==> src/rtl/spy_pkg.sv <==
// Shared definitions for the spy trigger memory.
// Contents: FSM state type and encodings, default geometry constants.
package spy_pkg;

    localparam logic [1:0] STATE_RECORD_ENC = 2'd0;
    localparam logic [1:0] STATE_ARMED_ENC  = 2'd1;
    localparam logic [1:0] STATE_FROZEN_ENC = 2'd2;

    typedef enum logic [1:0] {
        RECORD = STATE_RECORD_ENC,
        ARMED  = STATE_ARMED_ENC,
        FROZEN = STATE_FROZEN_ENC
    } spy_state_t;

    localparam int DEFAULT_WIDTH     = 6;
    localparam int DEFAULT_DATAWIDTH = 64;

endpackage

==> src/rtl/spy_sdp_ram.sv <==
// Simple dual-port RAM: one write port, one registered read port, read-first.
// The array carries no reset so it maps onto block RAM; only the read
// output register is reset.
// Ports:
//   clock, reset                 clock and synchronous active-high reset
//   write_enable/addr/data       write port
//   read_enable/addr             read request
//   read_data                    registered read result, holds when idle
module spy_sdp_ram #(
    parameter int ADDR_W = 6,
    parameter int DATA_W = 64
) (
    input  logic              clock,
    input  logic              reset,
    input  logic              write_enable,
    input  logic [ADDR_W-1:0] write_addr,
    input  logic [DATA_W-1:0] write_data,
    input  logic              read_enable,
    input  logic [ADDR_W-1:0] read_addr,
    output logic [DATA_W-1:0] read_data
);

    localparam int DEPTH = 2 ** ADDR_W;

    logic [DATA_W-1:0] mem [0:DEPTH-1];

    always_ff @(posedge clock) begin
        if (write_enable) begin
            mem[write_addr] <= write_data;
        end
    end

    // Non-blocking read of the same array gives old contents on a
    // same-address collision (read-first).
    always_ff @(posedge clock) begin
        if (reset) begin
            read_data <= '0;
        end else if (read_enable) begin
            read_data <= mem[read_addr];
        end
    end

endmodule

==> src/rtl/spy_trigger_memory.sv <==
// Ring-buffer spy memory with trigger-and-freeze capture.
// Records words continuously; after a trigger, post_count further words are
// stored and the buffer then freezes for readout until unfreeze.
// Optional build macro: SPY_TRIGGER_MEMORY_PARITY_EN adds an even-parity bit
// per stored word and a parity_error output alongside read_data.
// Ports:
//   clock, reset          clock, synchronous active-high reset
//   write_enable/data     record a word (dropped while frozen)
//   trigger, post_count   start post-trigger countdown (RECORD only)
//   unfreeze              leave FROZEN
//   read_enable/addr      read request, result one cycle later
//   read_data/read_valid  registered read result and its strobe
//   write_pointer         next write address
//   occupancy             stored words, saturating at 2**WIDTH
//   looped, dropped       sticky wrap / dropped-write flags
//   frozen, trigger_addr  freeze status and write pointer at trigger
//
// state  | meaning
// RECORD | free-running capture, trigger accepted
// ARMED  | counting down post-trigger writes
// FROZEN | writes dropped, contents held for readout
module spy_trigger_memory
    import spy_pkg::*;
#(
    parameter int WIDTH     = DEFAULT_WIDTH,
    parameter int DATAWIDTH = DEFAULT_DATAWIDTH
) (
    input  logic                 clock,
    input  logic                 reset,
    input  logic                 write_enable,
    input  logic [DATAWIDTH-1:0] write_data,
    input  logic                 trigger,
    input  logic [WIDTH-1:0]     post_count,
    input  logic                 unfreeze,
    input  logic                 read_enable,
    input  logic [WIDTH-1:0]     read_addr,
    output logic [DATAWIDTH-1:0] read_data,
    output logic                 read_valid,
    output logic [WIDTH-1:0]     write_pointer,
    output logic [WIDTH:0]       occupancy,
`ifdef SPY_TRIGGER_MEMORY_PARITY_EN
    output logic                 parity_error,
`endif
    output logic                 looped,
    output logic                 frozen,
    output logic [WIDTH-1:0]     trigger_addr,
    output logic                 dropped
);

`ifdef SPY_TRIGGER_MEMORY_PARITY_EN
    localparam int MEM_W = DATAWIDTH + 1;
`else
    localparam int MEM_W = DATAWIDTH;
`endif

    localparam logic [WIDTH:0]   OCC_FULL  = {1'b1, {WIDTH{1'b0}}};
    localparam logic [WIDTH-1:0] LAST_ADDR = '1;

    spy_state_t       state, state_next;
    logic [WIDTH-1:0] wptr;
    logic [WIDTH-1:0] remaining, remaining_next;
    logic             trig_take;
    logic             store;
    logic             rem_dec;
    logic [MEM_W-1:0] ram_wdata;
    logic [MEM_W-1:0] ram_rdata;

    assign store   = write_enable && (state != FROZEN);
    assign rem_dec = store && (remaining != '0);

    always_comb begin
        state_next     = state;
        remaining_next = remaining;
        trig_take      = 1'b0;
        case (state)
            RECORD: begin
                if (trigger) begin
                    state_next     = ARMED;
                    remaining_next = post_count;
                    trig_take      = 1'b1;
                end
            end
            ARMED: begin
                if (rem_dec) begin
                    remaining_next = remaining - 1'b1;
                end
                // Terminal count: freeze once the countdown reaches zero,
                // including the post_count == 0 case.
                if (remaining_next == '0) begin
                    state_next = FROZEN;
                end
            end
            FROZEN: begin
                if (unfreeze) begin
                    state_next = RECORD;
                end
            end
            default: state_next = RECORD;
        endcase
    end

    always_ff @(posedge clock) begin
        if (reset) begin
            state        <= RECORD;
            remaining    <= '0;
            wptr         <= '0;
            occupancy    <= '0;
            trigger_addr <= '0;
            looped       <= 1'b0;
            dropped      <= 1'b0;
            read_valid   <= 1'b0;
        end else begin
            state      <= state_next;
            remaining  <= remaining_next;
            read_valid <= read_enable;
            if (trig_take) begin
                trigger_addr <= wptr;
            end
            if (store) begin
                wptr <= wptr + 1'b1;
                if (occupancy != OCC_FULL) begin
                    occupancy <= occupancy + 1'b1;
                end
                if (wptr == LAST_ADDR) begin
                    looped <= 1'b1;
                end
            end
            if (write_enable && (state == FROZEN)) begin
                dropped <= 1'b1;
            end
        end
    end

`ifdef SPY_TRIGGER_MEMORY_PARITY_EN
    // Even parity: the stored word including its parity bit has an even
    // number of ones, so any odd-bit corruption reads back as odd.
    assign ram_wdata    = {^write_data, write_data};
    assign parity_error = ^ram_rdata;
`else
    assign ram_wdata = write_data;
`endif

    spy_sdp_ram #(
        .ADDR_W (WIDTH),
        .DATA_W (MEM_W)
    ) u_ram (
        .clock        (clock),
        .reset        (reset),
        .write_enable (store && !reset),
        .write_addr   (wptr),
        .write_data   (ram_wdata),
        .read_enable  (read_enable),
        .read_addr    (read_addr),
        .read_data    (ram_rdata)
    );

    assign read_data     = ram_rdata[DATAWIDTH-1:0];
    assign write_pointer = wptr;
    assign frozen        = (state == FROZEN);

endmodule

==> config.mk <==
export PLATFORM = sky130hd
export DESIGN_NAME = spy_trigger_memory
export DESIGN_NICKNAME = d
export VERILOG_FILES = /design/src/rtl/spy_pkg.sv /design/src/rtl/spy_sdp_ram.sv /design/src/rtl/spy_trigger_memory.sv
export SDC_FILE = /design/constraint.sdc
export NUM_CORES = 2
export LEC_CHECK = 0
export ABC_AREA = 1
export CAP_MARGIN = 30
export CELL_PAD_IN_SITES_DETAIL_PLACEMENT = 1
export CELL_PAD_IN_SITES_GLOBAL_PLACEMENT = 1
export CORE_ASPECT_RATIO = 1.4
export CORE_MARGIN = 2
export CORE_UTILIZATION = 50
export CTS_BUF_LIST = sky130_fd_sc_hd__clkbuf_8
export DETAILED_ROUTE_END_ITERATION = 8
export GPL_TIMING_DRIVEN = 0
export MAX_ROUTING_LAYER = met4
export PLACE_DENSITY_LB_ADDON = 0.1
export SETUP_SLACK_MARGIN = 0.05
export SLEW_MARGIN = 20
export SYNTH_ARGS = -nofsm -noshare
export SYNTH_HDL_FRONTEND = slang
export SYNTH_SLANG_ARGS = --single-unit
==> constraint.sdc <==
create_clock -name clock -period 26 [get_ports clock]
set_input_delay 2.6 -clock clock [delete_from_list [all_inputs] [get_ports clock]]
set_output_delay 2.6 -clock clock [all_outputs]
set_load 0.005 [all_outputs]
==> results.sh <==
export IMPL_worstSkewPairLatency_ps=1180
export IMPL_grt_pass1_wl_mm=934
export IMPL_post_dp_cell_area_um2=182000
export IMPL_cpMostUsedCell="buf_2"
export IMPL_grtUsageTotal_pct=40.4
export IMPL_arrival_ps=7130
export IMPL_multiInputGateArea_um2=38100
export IMPL_final_design_area_no_fill_um2=194000
export IMPL_dieWidth_um=494
export IMPL_post_dp_hpwl_mm=486
export IMPL_end_kind="flop"
export IMPL_drt_iter0_drc=14700
export IMPL_path_buf_inv=12
export IMPL_cts_path_max_buffers=4
export IMPL_cts_made_buffers=639
export IMPL_synth_nets=14000
export IMPL_peakVddDrop_mv=0.0619
export IMPL_ys_warn_count=0
export IMPL_crit_fanout=10
export IMPL_worst_slew_margin_rel_pct=26.4
export IMPL_syn_area_per_cell_um2=12.1
export IMPL_dp_cells=18800
export IMPL_routed_wirelength_mm=676
export IMPL_die_h_um=690
export IMPL_grt_max_degree=61
export IMPL_numPortBuffers=162
export IMPL_wire_per_inst_um=33.8
export IMPL_gp_congestion=1.08
export IMPL_tightestPinTransition_ps=1100
export IMPL_seq_area_um2=125000
export IMPL_cts_tree="yes"
export IMPL_synth_edf_count=4096
export IMPL_syn_cell_area_um2=168000
export IMPL_cts_htree_levels=6
export IMPL_whs_ps=466
export IMPL_max_cap_violations=0
export IMPL_fillers=34100
export IMPL_first_pass_iters=8
export IMPL_drc_errors=0
export IMPL_p_leak_nw=70.4
export IMPL_hold_viol_final=0
export IMPL_synth_top_area_share_pct=73.2
export IMPL_cts_root_buffer="clkbuf_8"
export IMPL_start_kind="input pin"
export IMPL_setup_viol=0
export IMPL_layoutNonFillerInstCount=20000
export IMPL_post_cts_buffers=0
export IMPL_synth_top_cells_by_count="4,467 x nand2_1, 4,096 x edfxtp_1, 3,920 x nand3_1"
export IMPL_die_area_um2=341000
export IMPL_grt_overflow_total=0
export IMPL_coreArea_um2=334000
export IMPL_syn_to_final_growth_pct=15.3
export IMPL_routed_via_density=6.15
export IMPL_fin_crit_ps=6320
export IMPL_synthArstFlopShare_pct=0
export IMPL_synth_seq_cells=4190
export IMPL_fin_skew_ps=66.9
export IMPL_cellPowerDensity_nw_per_um2=70.9
export IMPL_syn_inst=13900
export IMPL_synth_distinct_cells=33
export IMPL_path_delay_family="buffers and inverters"
export IMPL_yosysMostFrequentCell="nand2_1"
export IMPL_start_util_pct=50.3
export IMPL_cts_resized=0
export IMPL_critPathRequiredTime_ps=26810
export IMPL_grt_pass1_vias=127000
export IMPL_synth_area_top_cells="edfxtp_1 73%, nand3_1 12%, nand2_1 10%"
export IMPL_hp_class="flop to flop"
export IMPL_hold_buffers=0
export IMPL_drive_gt1_share_pct=12.8
export IMPL_finalNetCount=15200
export IMPL_status="finished clean"
export IMPL_criticalPathCategory="input pin to flop"
export IMPL_setup_tns_ps=0
export IMPL_ioPinCount=169
export IMPL_max_freq_mhz=158
export IMPL_slew_viol_final=0
export IMPL_finalCritPeriodShare_pct=24.3
export IMPL_detail_route_antenna_nets=0
export IMPL_num_rows=251
export IMPL_rsz0062_at_grt="no"
export IMPL_seq_area_frac_synth_pct=74.3
export IMPL_crit_chain="clkdlybuf4s50_1 > inv_1 > nor2_4 > inv_1 > nor2_1 > nand3_1 > nor4_2 > buf_2 > buf_2 > buf_2 > buf_4 > buf_2 > buf_4 > buf_2 > buf_2 > buf_2"
export IMPL_crit_slowest_cell="clkdlybuf4s50_1"
export IMPL_cp_slowest_stage_delay_ps=500
export IMPL_cts_sinks=4190
export IMPL_vias=123000
export IMPL_antenna_found_initial=76
export IMPL_synth_top_flop_cell="edfxtp_1"
export IMPL_synth_top_area_cell="edfxtp_1"
export IMPL_clkTransAtPathRegs_ps=60
==> cell usage in the layout, fill, tap and decap left out, types with 9 or more instances in the layout <==
cell / count
a21oi_1: 18
buf_1: 63
buf_12: 148
buf_16: 108
buf_2: 550
buf_4: 239
buf_6: 70
buf_8: 11
bufinv_16: 9
clkbuf_1: 141
clkbuf_2: 24
clkbuf_8: 676
clkdlybuf4s50_1: 98
clkinv_1: 155
clkinv_2: 50
clkinvlp_4: 21
dfxtp_1: 94
diode_2: 53
edfxtp_1: 4096
inv_1: 308
nand2_1: 4467
nand3_1: 3920
nand4_1: 9
nor2_1: 148
nor2_4: 57
o21ai_0: 19
==> state kept, by name, summed over array words and instances (netlist names) <==
register and count:
dropped 1, looped 1, occupancy 7, read_valid 1, remaining 6, state 2
trigger_addr 6, u_ram.mem 4096, u_ram.read_data 64, write_pointer 6
==> routing by layer <==
| metal | share of wire [%] | wire length (um) | track usage [%] | vias up |
|---|---|---|---|---|
| met5 | 0 | 0 | - | - |
| met4 | 10 | 69500 | 34.2 | 0 |
| met3 | 8.8 | 59300 | 8.22 | 1928 |
| met2 | 47 | 318000 | 62.8 | 6560 |
| met1 | 34 | 230000 | 44.8 | 62900 |
| li1 | - | - | - | 51900 |
==> path summary, 6_finish.rpt <==
check                 endpoint  slack [ps]  cells after the start         start
max          u_ram.mem[32][22]       19680                     16  write_enable
min                    dropped         470                      2       dropped
max reg2reg  u_ram.mem[32][22]       21260                     15      state[0]
min reg2reg            dropped         470                      2       dropped
==> metrics by stage <==
stage                     utilization [%]  setup slack, ps  power [mW]
final                                58.0            19680        13.7
after global routing                 58.0            19610        14.0
after CTS                            57.9            19930        13.7
after detailed placement             54.5            18770        8.73
after global placement               52.4             8480        8.68
after floorplan                         -            15980        8.06
==> worst reg2reg max path: cells and delay by family, from the launching register on <==
family        cells  cell delay, ps
buf+inv          10            2470
simple gates      5            1580
flops             1             390
==> cell type report <==
cell class | instances | share of cell area, %
Clock buffer | 676 | 4.80
Timing Repair Buffer | 530 | 4.23
Buffer | 923 | 2.64
Tap cell | 4427 | 2.86
Sequential cell | 4190 | 64.4
Inverter | 111 | 0.218
Antenna cell | 53 | 0.0684
Clock inverter | 443 | 1.07
Multi-Input combinational cell | 8673 | 19.7
==> cell families after synthesis <==
group | Yosys count | share of synthesized area, %
xor gates and xnor gates | 2 | 0.0104
adders and majority gates | 5 | 0.0372
DFF | 4190 | 74.3
AOI/OAI and AO/OA | 49 | 0.157
buffers and inverters | 1034 | 3.27
and+or+nand+nor | 8617 | 22.2
==> report_power, final <==
group	internal [mW]	switching (mW)	total, mW
clock network	2.48	2.63	5.11
registers	7.43	0.0189	7.45
logic	0.274	0.900	1.17
total	10.2	3.55	13.7
Note: power is estimated with default switching activity, not from simulation.
